`config.mk`:
```
export PLATFORM = sky130hd
export DESIGN_NAME = memdev_sram_ctrl_flat
export DESIGN_NICKNAME = d
export VERILOG_FILES = /design/src/rtl/memdev_if.sv /design/src/rtl/memdev_sram_ctrl.sv /design/src/flat_wrapper.sv
export SDC_FILE = /design/constraint.sdc
export NUM_CORES = 1
export LEC_CHECK = 0
export CORE_MARGIN = 2
export CORE_UTILIZATION = 35
export CTS_BUF_LIST = sky130_fd_sc_hd__clkbuf_16
export DETAILED_ROUTE_END_ITERATION = 10
export PLACE_DENSITY = 0.68
export SLEW_MARGIN = 20
export SYNTH_ARGS = -nofsm -noshare
export SYNTH_HDL_FRONTEND = slang
export SYNTH_SLANG_ARGS = --single-unit
```
`constraint.sdc`:
```
create_clock -name clk -period 2.5 [get_ports clk]
set_input_delay 0.5 -clock clk [delete_from_list [all_inputs] [get_ports clk]]
set_output_delay 0.5 -clock clk [all_outputs]
set_load 0.005 [all_outputs]
```
`src/rtl/memdev_if.sv`:
```
// MEM-stage memory-device port: byte address, store data and op code from
// stage_mem; load result, stall request and misalignment pulse back to it.
interface memdev_if;
    logic [31:0] addr;
    logic [31:0] data_out;
    logic [2:0]  opt;
    logic [31:0] data_in;
    logic        busy;
    logic        misalign;

    modport master (
        output addr,
        output data_out,
        output opt,
        input  data_in,
        input  busy,
        input  misalign
    );

    modport slave (
        input  addr,
        input  data_out,
        input  opt,
        output data_in,
        output busy,
        output misalign
    );
endinterface

```
`src/rtl/memdev_sram_ctrl.sv`:
```
// Multi-cycle bridge from the MEM-stage memdev port to a 32-bit asynchronous SRAM
// with per-byte write enables; stalls the pipeline until each access completes.
module memdev_sram_ctrl #(
    parameter int WAIT_CYCLES = 2,
    parameter int ADDR_WIDTH  = 20
) (
    input  logic                  clk,
    input  logic                  rst,
    memdev_if.slave               memdev,
    output logic [ADDR_WIDTH-1:0] sram_addr,
    output logic [31:0]           sram_wdata,
    input  logic [31:0]           sram_rdata,
    output logic                  sram_oe_n,
    output logic                  sram_we_n,
    output logic [3:0]            sram_be_n,
    output logic                  sram_drive
);

    localparam logic [2:0] OPT_LW  = 3'b001;
    localparam logic [2:0] OPT_LB  = 3'b010;
    localparam logic [2:0] OPT_LBU = 3'b011;
    localparam logic [2:0] OPT_SW  = 3'b100;
    localparam logic [2:0] OPT_SB  = 3'b101;

    localparam int CNT_W = $clog2(WAIT_CYCLES + 1);
    localparam logic [CNT_W-1:0] CNT_LOAD = CNT_W'(WAIT_CYCLES - 1);
    localparam logic [CNT_W-1:0] CNT_ZERO = {CNT_W{1'b0}};
    localparam logic [CNT_W-1:0] CNT_ONE  = CNT_W'(1);

    typedef enum logic [2:0] {
        ST_IDLE     = 3'd0,
        ST_RD       = 3'd1,
        ST_WR_SETUP = 3'd2,
        ST_WR_PULSE = 3'd3,
        ST_WR_HOLD  = 3'd4,
        ST_DONE     = 3'd5
    } state_t;

    state_t           state_r;
    logic [CNT_W-1:0] cnt_r;
    logic [2:0]       opt_r;
    logic [1:0]       byte_sel_r;
    logic [31:0]      data_in_r;
    logic             misalign_r;

    logic             is_load_s;
    logic             is_store_s;
    logic             word_op_s;
    logic             misalign_s;
    logic             accept_s;
    logic             busy_s;
    logic             unused_addr_s;

    // Pick the addressed byte lane and extend it according to the load kind.
    function automatic logic [31:0] fmt_load(input logic [2:0]  opt,
                                             input logic [1:0]  sel,
                                             input logic [31:0] word);
        logic [7:0]  b;
        logic [31:0] res;
        case (sel)
            2'd0:    b = word[7:0];
            2'd1:    b = word[15:8];
            2'd2:    b = word[23:16];
            2'd3:    b = word[31:24];
            default: b = 8'h00;
        endcase
        case (opt)
            OPT_LB:  res = {{24{b[7]}}, b};
            OPT_LBU: res = {24'h000000, b};
            default: res = word;
        endcase
        return res;
    endfunction

    // Byte-lane enables for a store: full word for SW, one lane for SB.
    function automatic logic [3:0] store_be_n(input logic [2:0] opt, input logic [1:0] sel);
        logic [3:0] be;
        case (opt)
            OPT_SB:  be = ~(4'b0001 << sel);
            default: be = 4'b0000;
        endcase
        return be;
    endfunction

    // Decode the presented op code; unlisted codes behave as NONE.
    always_comb begin
        is_load_s  = 1'b0;
        is_store_s = 1'b0;
        word_op_s  = 1'b0;
        case (memdev.opt)
            OPT_LW: begin
                is_load_s = 1'b1;
                word_op_s = 1'b1;
            end
            OPT_LB, OPT_LBU: begin
                is_load_s = 1'b1;
            end
            OPT_SW: begin
                is_store_s = 1'b1;
                word_op_s  = 1'b1;
            end
            OPT_SB: begin
                is_store_s = 1'b1;
            end
            default: begin
                is_load_s  = 1'b0;
                is_store_s = 1'b0;
                word_op_s  = 1'b0;
            end
        endcase
    end

    assign misalign_s = word_op_s & (memdev.addr[1:0] != 2'b00);
    assign accept_s   = (is_load_s | is_store_s) & ~misalign_s;

    // Stall request; gated by reset so an aborted access releases the pipeline at once.
    always_comb begin
        busy_s = 1'b0;
        case (state_r)
            ST_IDLE:                               busy_s = accept_s;
            ST_RD, ST_WR_SETUP, ST_WR_PULSE, ST_WR_HOLD: busy_s = 1'b1;
            default:                               busy_s = 1'b0;
        endcase
        if (!rst) begin
            busy_s = 1'b0;
        end else begin
            busy_s = busy_s;
        end
    end

    assign memdev.busy     = busy_s;
    assign memdev.data_in  = data_in_r;
    assign memdev.misalign = misalign_r;

    // Upper address bits alias onto the SRAM word space.
    assign unused_addr_s = ^memdev.addr[31:ADDR_WIDTH+2];

    // Access FSM; every SRAM strobe is a register so the pads see glitch-free edges.
    always_ff @(posedge clk or negedge rst) begin
        if (!rst) begin
            state_r    <= ST_IDLE;
            cnt_r      <= CNT_ZERO;
            opt_r      <= 3'b000;
            byte_sel_r <= 2'b00;
            data_in_r  <= 32'h0000_0000;
            misalign_r <= 1'b0;
            sram_addr  <= {ADDR_WIDTH{1'b0}};
            sram_wdata <= 32'h0000_0000;
            sram_oe_n  <= 1'b1;
            sram_we_n  <= 1'b1;
            sram_be_n  <= 4'hF;
            sram_drive <= 1'b0;
        end else begin
            misalign_r <= 1'b0;
            case (state_r)
                ST_IDLE: begin
                    misalign_r <= misalign_s;
                    if (accept_s) begin
                        opt_r      <= memdev.opt;
                        byte_sel_r <= memdev.addr[1:0];
                        cnt_r      <= CNT_LOAD;
                        sram_addr  <= memdev.addr[ADDR_WIDTH+1:2];
                        if (is_load_s) begin
                            state_r   <= ST_RD;
                            sram_oe_n <= 1'b0;
                            sram_be_n <= 4'b0000;
                        end else begin
                            state_r    <= ST_WR_SETUP;
                            sram_drive <= 1'b1;
                            sram_be_n  <= store_be_n(memdev.opt, memdev.addr[1:0]);
                            sram_wdata <= (memdev.opt == OPT_SB) ? {4{memdev.data_out[7:0]}}
                                                                 : memdev.data_out;
                        end
                    end
                end
                ST_RD: begin
                    if (cnt_r == CNT_ZERO) begin
                        data_in_r <= fmt_load(opt_r, byte_sel_r, sram_rdata);
                        sram_oe_n <= 1'b1;
                        sram_be_n <= 4'hF;
                        state_r   <= ST_DONE;
                    end else begin
                        cnt_r <= cnt_r - CNT_ONE;
                    end
                end
                ST_WR_SETUP: begin
                    sram_we_n <= 1'b0;
                    cnt_r     <= CNT_LOAD;
                    state_r   <= ST_WR_PULSE;
                end
                ST_WR_PULSE: begin
                    if (cnt_r == CNT_ZERO) begin
                        sram_we_n <= 1'b1;
                        state_r   <= ST_WR_HOLD;
                    end else begin
                        cnt_r <= cnt_r - CNT_ONE;
                    end
                end
                ST_WR_HOLD: begin
                    sram_drive <= 1'b0;
                    sram_be_n  <= 4'hF;
                    state_r    <= ST_DONE;
                end
                ST_DONE: begin
                    state_r <= ST_IDLE;
                end
                default: begin
                    state_r    <= ST_IDLE;
                    sram_oe_n  <= 1'b1;
                    sram_we_n  <= 1'b1;
                    sram_be_n  <= 4'hF;
                    sram_drive <= 1'b0;
                end
            endcase
        end
    end

endmodule


```
`src/flat_wrapper.sv`:
```
// flat-port wrapper written by rule: the top's interface ports become plain ports
module memdev_sram_ctrl_flat 
#(
    parameter int WAIT_CYCLES = 2,
    parameter int ADDR_WIDTH  = 20
)
  (clk, rst, sram_addr, sram_wdata, sram_rdata, sram_oe_n, sram_we_n, sram_be_n, sram_drive, memdev_addr, memdev_data_out, memdev_opt, memdev_data_in, memdev_busy, memdev_misalign);
  memdev_if memdev_i ();
  input  logic clk;
  input  logic rst;
  output logic [ADDR_WIDTH-1:0] sram_addr;
  output logic [31:0] sram_wdata;
  input  logic [31:0] sram_rdata;
  output logic sram_oe_n;
  output logic sram_we_n;
  output logic [3:0] sram_be_n;
  output logic sram_drive;
  input wire logic [$bits(memdev_i.addr)-1:0] memdev_addr;
  input wire logic [$bits(memdev_i.data_out)-1:0] memdev_data_out;
  input wire logic [$bits(memdev_i.opt)-1:0] memdev_opt;
  output wire logic [$bits(memdev_i.data_in)-1:0] memdev_data_in;
  output wire logic [$bits(memdev_i.busy)-1:0] memdev_busy;
  output wire logic [$bits(memdev_i.misalign)-1:0] memdev_misalign;
  assign memdev_i.addr = memdev_addr;
  assign memdev_i.data_out = memdev_data_out;
  assign memdev_i.opt = memdev_opt;
  assign memdev_data_in = memdev_i.data_in;
  assign memdev_busy = memdev_i.busy;
  assign memdev_misalign = memdev_i.misalign;
  memdev_sram_ctrl #(.WAIT_CYCLES(WAIT_CYCLES), .ADDR_WIDTH(ADDR_WIDTH)) u_core (.clk(clk), .rst(rst), .memdev(memdev_i), .sram_addr(sram_addr), .sram_wdata(sram_wdata), .sram_rdata(sram_rdata), .sram_oe_n(sram_oe_n), .sram_we_n(sram_we_n), .sram_be_n(sram_be_n), .sram_drive(sram_drive));
endmodule
```
---- After elaboration in Yosys (flattened, before gate mapping) ----
Index checks and enable logic that the tools add are counted.
word-level totals
  register bits ........................... 102
  input port bits ......................... 101
  output and inout port bits .............. 93
  word-level logic and storage cells ...... 98
operators by class
  shifts and indexed selects .............. 1
  $add $sub $neg .......................... 1
  bitwise gates (word level) .............. 10
  reductions and logical operators ........ 23
  equality and inequality tests ........... 21
  muxes and demuxes ....................... 30
operators with widths
  operator            number
  $pmux 32 s2         1
  $mux 32             1
  $pmux 8 s4          1
  $eq 3x2->1 const B  6
  $mux 4              4
  $reduce_or 4->1     4
  $pmux 3 s5          1
  $reduce_and 3->1    5
  $eq 3x3->1 const B  4
  $pmux 4 s3          1
  $mux 1              10
  $mux 3              3
  $ne 2x1->1 const B  4
  $eq 3x1->1 const B  2
  $mux 2              3
  $not 1->1           6
  $pmux 1 s3          2
  $pmux 2 s3          1
  $reduce_and 2->1    3
  $reduce_or 2->1     3
  $reduce_or 3->1     2
  $eq 2x2->1 const B  2
  $logic_not 2->1     2
  $ne 2x2->1 const B  2
  11 further kinds    13

---- Logic depth before layout (Yosys ltp) ----
Gate-level depths: netlist (run 1).
  depth in word-level cells ............... 8
  depth in mapped cells ................... 9
  gate-level depth less buffers ........... 6

---- Worst setup path after synthesis (run 1) ----
OpenSTA, ideal clock, no wires.
  kind .................................... input to register
  start point ............................. in memdev_opt[1]
  end point ............................... reg u_core.sram_addr[10]
  slack ................................... 513 ps
  arrival ................................. 1,862 ps
  buffers on the path ..................... 3
  required time ........................... 2,375 ps
  library setup time ...................... 125 ps
  stages .................................. 7
  cells stage by stage .................... buf_6 > and3b_4 > nor4_4 > nand2b_1 > buf_6 > buf_12 > mux2_4
between the ends
  cells in the longest elaborated chain, start to end .. 7
  elaborated cells between the ends (all ways) .. 16
  those cells by class .................... 5 x eq/ne; 3 x mux; 4 x bitwise; 4 x reduce/logical
RTL lines
  item                                             RTL line                 RTL
  start: declaration                               flat_wrapper.sv:20       input wire logic [$bits(memdev_i.opt)-1:0] memdev_opt;
  $eq 3x1->1 / $eq 3x3->1 (equally long branches)  memdev_sram_ctrl.sv:90   case (memdev.opt)
  $reduce_or 2->1 (no source line)                 --
  $mux 1                                           memdev_sram_ctrl.sv:90
  $and 1x1->1                                      memdev_sram_ctrl.sv:113  assign misalign_s = word_op_s & (memdev.addr[1:0] != 2'b00);
  $not 1->1                                        memdev_sram_ctrl.sv:114  assign accept_s = (is_load_s | is_store_s) & ~misalign_s;
  $and 1x1->1 *                                    memdev_sram_ctrl.sv:114
  $reduce_and 2->1 (no source line) *              --
  end signal: assignment                           memdev_sram_ctrl.sv:147  sram_addr <= {ADDR_WIDTH{1'b0}};
  end signal: assignment                           memdev_sram_ctrl.sv:162  sram_addr <= memdev.addr[ADDR_WIDTH+1:2];
  end: declaration                                 memdev_sram_ctrl.sv:10   output logic [ADDR_WIDTH-1:0] sram_addr,
Mark *: on every way between the ends. The rest lies on a longest branch, timed or not.
A chain may end at the register's enable or synchronous reset.

---- Final worst setup path (run 1) ----
  start point ............................. in memdev_opt[0]
  end point ............................... out memdev_busy
between the ends
  cells in the longest elaborated chain, start to end .. 8
  elaborated cells between the ends (all ways) .. 17
  those cells by class .................... 5 x eq/ne; 5 x mux; 4 x bitwise; 3 x reduce/logical
RTL lines
  item                                             RTL line                 RTL
  $eq 3x1->1 / $eq 3x3->1 (equally long branches)  memdev_sram_ctrl.sv:90
  $reduce_or 2->1 (no source line)                 --
  $mux 1                                           memdev_sram_ctrl.sv:90
  $and 1x1->1                                      memdev_sram_ctrl.sv:113
  $not 1->1                                        memdev_sram_ctrl.sv:114
  $and 1x1->1 *                                    memdev_sram_ctrl.sv:114
  $pmux 1 s2 *                                     memdev_sram_ctrl.sv:119  case (state_r)
  $mux 1 *                                         memdev_sram_ctrl.sv:124  if (!rst) begin
  end: declaration                                 flat_wrapper.sv:22       output wire logic [$bits(memdev_i.busy)-1:0] memdev_busy;
Marked as above.

==> impl_metrics.json, run 1 <==
{
  "die_y_um": 119.6,
  "period_share_pct": 95.62,
  "initial_core_util_pct": 35.58,
  "die_w_um": 119.6,
  "cap_violations": 0,
  "clock-root-buffer": "clkbuf_16",
  "required_ns": 2.00,
  "p_leak_nw": 3.067,
  "nets": 743,
  "die_area_sq_um": 14300,
  "core.rowCount": 42,
  "fillers": 1145,
  "yosysSeqAreaShare_pct": 54.76,
  "core_sq_um": 13140,
  "grt_max_degree": 64,
  "yosys_warnings": 0,
  "multiInputGateArea_sq_um": 1934,
  "end_kind": "primary output",
  "drt-initial-drc-count": 306,
  "antenna_found_initial": 1,
  "grt_overflow": 0,
  "synth_edf_count": 0,
  "grt_pass1_wl_um": 20780,
  "cts_tree": "built",
  "relSlewSlack_pct": 44.94,
  "crit_fanout": 3,
  "cp_cell_sequence": "clkdlybuf4s50_1, buf_4, and3b_4, nor4_4, a21oi_2, dlygate4sd2_1",
  "critPathKind": "input pin to primary output",
  "drt-pass1-iter-count": 4,
  "crit_path_start_kind": "input pin",
  "syn_area_sq_um": 4674,
  "syn2layout_area_growth_pct": 53.29,
  "outcome": "finished clean",
  "ys.flop_type": "dfrtp_1",
  "cts_buffer_depth": 2,
  "io_buffers": 183,
  "dp_cells": 806,
  "drcViolationCount": 0,
  "cts_sinks": 102,
  "finalHoldViolCount": 0,
  "setup_viol": 0,
  "ir_drop_mv": 0.5195,
  "fin_crit_ns": 2.391,
  "grt_pass1_vias": 4058,
  "cp-startpoint": "memdev_opt[0]",
  "hpwl_um": 9443,
  "regArea_sq_um": 2560,
  "worst_slew_pin_slew_ns": 0.8258,
  "avgSynthCellArea_sq_um": 10.41,
  "powerDensity_nw_per_um2": 1130,
  "vias": 4063,
  "critPathSlowestCell": "clkdlybuf4s50_1",
  "slew_viol_final": 0,
  "gp_congestion": 0.8640,
  "holdBufCountCts": 0,
  "insertion_delay_ns": 0.34,
  "skew_ns": 0.009063,
  "cp_top_family": "buffers and inverters",
  "h-tree-depth": 3,
  "post_drt_wl_per_cell_um": 15.69,
  "crit_buf_inv": 3,
  "wl_um": 12900,
  "instances_no_fill": 822,
  "ys_ff_latch": 102,
  "cts_setup_buffers": 0,
  "async_flop_share_pct": 100.0,
  "cts_made_buffers": 9,
  "timing.rr.start": "u_core.cnt_r[0]",
  "drive_above_1_share_pct": 14.73,
  "regToRegSetupSlack_ns": 0.45,
  "rsz0062_at_grt": "no",
  "worst_ep_arrival_time_ns": 1.89,
  "min_path_type": "input pin to async pin",
  "viasPerCell": 4.943,
  "ant_nets": 0,
  "max_stage_delay_ns": 0.44,
  "clk_pin_slew_worst_paths_ns": 0.07,
  "track_usage_pct": 18.16,
  "holdWs_ns": 0.2114,
  "ios": 194,
  "syn_inst": 449,
  "clock.fmax_mhz": 418.3,
  "synth_nets": 551,
  "synth_cell_types": 43
}
[registers in the layout, indices dropped and copies added (netlist names)]
register                cells
u_core.memdev.misalign      1
u_core.sram_oe_n            1
u_core.cnt_r                2
u_core.byte_sel_r           2
u_core.opt_r                3
u_core.state_r              3
u_core.sram_wdata          32
u_core.sram_be_n            4
u_core.memdev.data_in      32
u_core.sram_drive           1
u_core.sram_we_n            1
u_core.sram_addr           20
[worst register-to-register path, cell delays in order (launching register included)]
cell     delay [ns]
dfrtp_1        0.40
inv_1          0.09
ha_1           0.31
nand2_1        0.16
or3_1          0.48
buf_12         0.23
a21oi_1        0.16
a21oi_1        0.10
[area by class of cell]
type                       count  area share, %
clock buffer                   9          3.143
inverter                       8         0.4191
antenna                        1        0.03492
sequential                   102          35.73
multi-input combinational    306          27.00
clock inverter                 6          1.222
tap                          176          3.073
timing repair buffer         214          29.39
[stage by stage]
stage          power, mW  setup slack (ns)  TNS (ns)  instance area [sq um]  util [%]
2_1_floorplan      4.519            0.5129         0                   4674         -
3_3_place_gp       6.546           -0.3150    -3.182                   6844     52.10
3_5_place_dp       6.645           -0.3400    -4.418                   6844     52.10
4_1_cts            8.185           0.09295         0                   7163     54.52
5_1_grt            8.657           0.01171         0                   7163     54.52
6_report           8.095            0.1094         0                   7166     54.54
[metal layers]
layer	track usage (%)	up-vias	part of all wire (%)
li1	-	1945	-
met1	23.36	1930	43
met2	28.50	167	46
met3	7.510	21	9.9
met4	4.559	0	1.4
met5	0	-	0
[worst paths after layout]
path                                             end  cells after the start
max                                      memdev_busy                      6
min                        u_core.memdev.data_in[12]                      2
max reg2reg                u_core.memdev.data_in[20]                      7
min reg2reg                 u_core.memdev.data_in[2]                      2
max in group asynchronous          u_core.state_r[0]                      3
min in group clk            u_core.memdev.data_in[2]                      2
[cell usage after synthesis, types with 3 or more instances]
cell type	count	area, sq um
inv_1	8	30.03
mux2_2	18	202.7
dfrtp_1	96	2402
buf_6	3	33.78
nand3_1	3	15.01
o21ai_0	39	195.2
mux2_4	16	240.2
buf_2	8	40.04
o21ai_1	3	15.01
a211oi_1	3	22.52
a21oi_1	89	445.4
dfstp_2	6	157.7
nor3_1	3	15.01
clkbuf_1	20	75.07
nor2_1	33	123.9
mux2i_1	6	60.06
nand2_1	45	168.9
nand2b_1	9	56.30
o22a_1	5	43.79
and2_1	8	50.05
[report_power, final]
| group | leakage [nW] | internal, mW | switching [mW] |
|---|---|---|---|
| Sequential | 1.21 | 2.47 | 0.456 |
| Clock | 0.149 | 0.872 | 0.625 |
| Combinational | 1.71 | 2.24 | 1.44 |
[kinds of logic (layout without fill, tap and decap cells)]
kind of cell	Yosys count	in the layout	synth area share, %
compound gates	150	150	17.29
simple gates	114	114	12.04
flops	102	102	54.76
buf+inv	41	237	4.684
mux	40	40	10.76
fa+ha+maj	1	1	0.2676
xor+xnor	1	1	0.1874
other cells	0	1	0
[placed cells by master, fill, tap and decap left out, types with 8 or more instances in the layout]
cell type        instances
inv_1                    9
buf_4                   28
mux2_2                  18
o21ai_0                 39
nand2b_1                 8
clkdlybuf4s50_1        177
mux2_4                  16
nor2_1                  33
clkbuf_16                9
and2_1                   8
dfrtp_1                 96
a21oi_1                 88
nand2_1                 45
[what timing repair did]
action                                 CTS  global route
endpoints found under the hold margin    0             0
resized for setup                        7             0
setup endpoints to repair                1             0
No activity file was read; power rests on OpenSTA's default activity.
==> run 2: changes to the inputs <==
--- a/config.mk
+++ b/config.mk
@@ -8,6 +8,7 @@
 export CORE_MARGIN = 2
 export CORE_UTILIZATION = 35
 export CTS_BUF_LIST = sky130_fd_sc_hd__clkbuf_16
+export CTS_CLUSTER_DIAMETER = 50
 export DETAILED_ROUTE_END_ITERATION = 10
 export PLACE_DENSITY = 0.68
 export SLEW_MARGIN = 20
==> results of run 2 <==
Same layout as run 1: the final DEF is identical, and so are final timing and power.
==> run 3: changes to the inputs <==
--- a/config.mk
+++ b/config.mk
@@ -11,6 +11,7 @@
 export CTS_CLUSTER_DIAMETER = 50
 export DETAILED_ROUTE_END_ITERATION = 10
 export PLACE_DENSITY = 0.68
+export SKIP_CTS_REPAIR_TIMING = 1
 export SLEW_MARGIN = 20
 export SYNTH_ARGS = -nofsm -noshare
 export SYNTH_HDL_FRONTEND = slang
==> run 3 against run 2 <==
  * Count of clock-buffer cells in the layout unchanged
  * Sequential share of layout area decreased by 0.062 points
  * Final area increased by 0.17%
  * Clock power about the same
  * Non-clock buffer count unchanged
  * Critical endpoint unchanged
  * Largest cell class unchanged
  * Critical path depth decreased by 1
==> impl_metrics.json, run 3 (synthesized netlist as in run 1, its figures left out) <==
{
  "outcome": "finished clean",
  "worst_ep_arrival_time_ns": 1.87,
  "die_area_sq_um": 14300,
  "clk_pin_slew_worst_paths_ns": 0.07,
  "grt_overflow": 0,
  "max_stage_delay_ns": 0.53,
  "cap_violations": 0,
  "worst_slack_ns": 0.1335,
  "top_usage_layer": "met2",
  "required_ns": 2.00,
  "rsz0062_at_grt": "no",
  "final_common_cell": "clkdlybuf4s50_1",
  "critPathKind": "input pin to primary output",
  "h-tree-depth": 3,
  "clock-root-buffer": "clkbuf_16",
  "track_usage_pct": 18.17,
  "end_kind": "primary output",
  "ios": 194,
  "powerDensity_nw_per_um2": 1128,
  "worst_slew_pin_slew_ns": 0.8267,
  "p_leak_nw": 3.098,
  "grt_pass1_wl_um": 20800,
  "grt_use_met1_pct": 23.40,
  "layout_common_cells": "178 x clkdlybuf4s50_1, 96 x dfrtp_1, 89 x a21oi_1, 45 x nand2_1, 39 x o21ai_0",
  "drt-initial-drc-count": 295,
  "period_share_pct": 94.66,
  "fillers": 1143,
  "gp_congestion": 0.8640,
  "post_drt_wl_per_cell_um": 15.70,
  "drt-pass1-iter-count": 4,
  "grt_pass1_vias": 4061,
  "crit_path_start_kind": "input pin",
  "setup_viol": 0,
  "wl_um": 12900,
  "core_sq_um": 13140,
  "cts_made_buffers": 9,
  "cp_cell_sequence": "clkdlybuf4s50_1, nor4b_4, nor4_4, a21oi_1, dlymetal6s2s_1",
  "grt_max_degree": 64,
  "met2_usage_pct": 28.50,
  "skew_ns": 0.009641,
  "clock.fmax_mhz": 422.6,
  "io_buffers": 183,
  "timing.rr.start": "u_core.cnt_r[0]",
  "post_dp_cell_area_sq_um": 6844,
  "crit_fanout": 4,
  "finalHoldViolCount": 0,
  "dp_slack_ns": -0.3400,
  "cts_buffer_depth": 2,
  "die_y_um": 119.6,
  "vias": 4046,
  "relSlewSlack_pct": 44.89,
  "slew_viol_final": 0,
  "fin_area_sq_um": 7178,
  "viasPerCell": 4.922,
  "syn2layout_area_growth_pct": 53.56,
  "core.rowCount": 42,
  "cp-startpoint": "memdev_addr[0]",
  "fin_crit_ns": 2.367,
  "die_w_um": 119.6,
  "drive_above_1_share_pct": 14.57,
  "ir_drop_mv": 0.5198,
  "ant_nets": 0,
  "cts_sinks": 102,
  "min_path_type": "input pin to async pin",
  "hpwl_um": 9443,
  "drcViolationCount": 0,
  "insertion_delay_ns": 0.34,
  "initial_core_util_pct": 35.58,
  "critPathSlowestCell": "clkdlybuf4s50_1",
  "met3_usage_pct": 7.510,
  "cts_tree": "built",
  "antenna_found_initial": 1,
  "nets": 743
}
## run 3: cell types whose count changed in the layout (fill, tap and decap cells not counted), sizes merged
cell | previous run | this run
dlygate4sd2 | 5 | 0
dlymetal6s2s | 0 | 4
clkdlybuf4s50 | 177 | 178
## run 3: final timing paths
check                                                 end  slack, ns  cells after the start
worst min register to register   u_core.memdev.data_in[2]       0.48                      2
worst min-delay path            u_core.memdev.data_in[12]       0.21                      2
worst max register to register  u_core.memdev.data_in[21]       0.46                      7
min in group clk                 u_core.memdev.data_in[2]       0.48                      2
worst max-delay path                          memdev_busy       0.13                      5
max in group asynchronous               u_core.state_r[0]       1.04                      3
## run 3: per-layer routing
metal	share of wire, %	up-vias
met1	43	1927
met4	1.2	0
met5	0	-
li1	-	1943
met2	46	161
met3	9.6	15
## run 3: per-stage QoR
| stage | hold slack [ns] | total power, mW | util (%) | instances | setup TNS (ns) |
|---|---|---|---|---|---|
| 2_1_floorplan | 0.2044 | 4.519 | - | 449 | 0 |
| 6_report | 0.2114 | 8.094 | 54.64 | 822 | 0 |
| 3_5_place_dp | 0.4734 | 6.645 | 52.10 | 806 | -4.418 |
| 4_1_cts | 0.2349 | 8.186 | 54.48 | 821 | -0.3664 |
| 5_1_grt | 0.2562 | 8.658 | 54.62 | 821 | 0 |
| 3_3_place_gp | 0.4602 | 6.546 | 52.10 | 806 | -3.182 |
## run 3: final cells by class
cell class                      instances  area, sq um  area share [%]
Inverter                                8        30.03          0.4183
Tap cell                              176        220.2           3.068
Timing Repair Buffer                  214         2122           29.56
Antenna cell                            1        2.502         0.03486
Multi-Input combinational cell        306         1931           26.90
Clock inverter                          6        87.58           1.220
Sequential cell                       102         2560           35.66
Clock buffer                            9        225.2           3.138
## run 3: power breakdown
group | internal, mW | leakage (nW) | switching [mW]
clock | 0.872 | 0.149 | 0.624
combinational | 2.24 | 1.74 | 1.44
sequential | 2.47 | 1.21 | 0.456
## run 3: critical path, delay by kind of cell
kind                   cells  cell delay [ns]
buffers and inverters      2             0.71
and+or+nand+nor            2             0.48
AOI/OAI and AO/OA          1             0.18
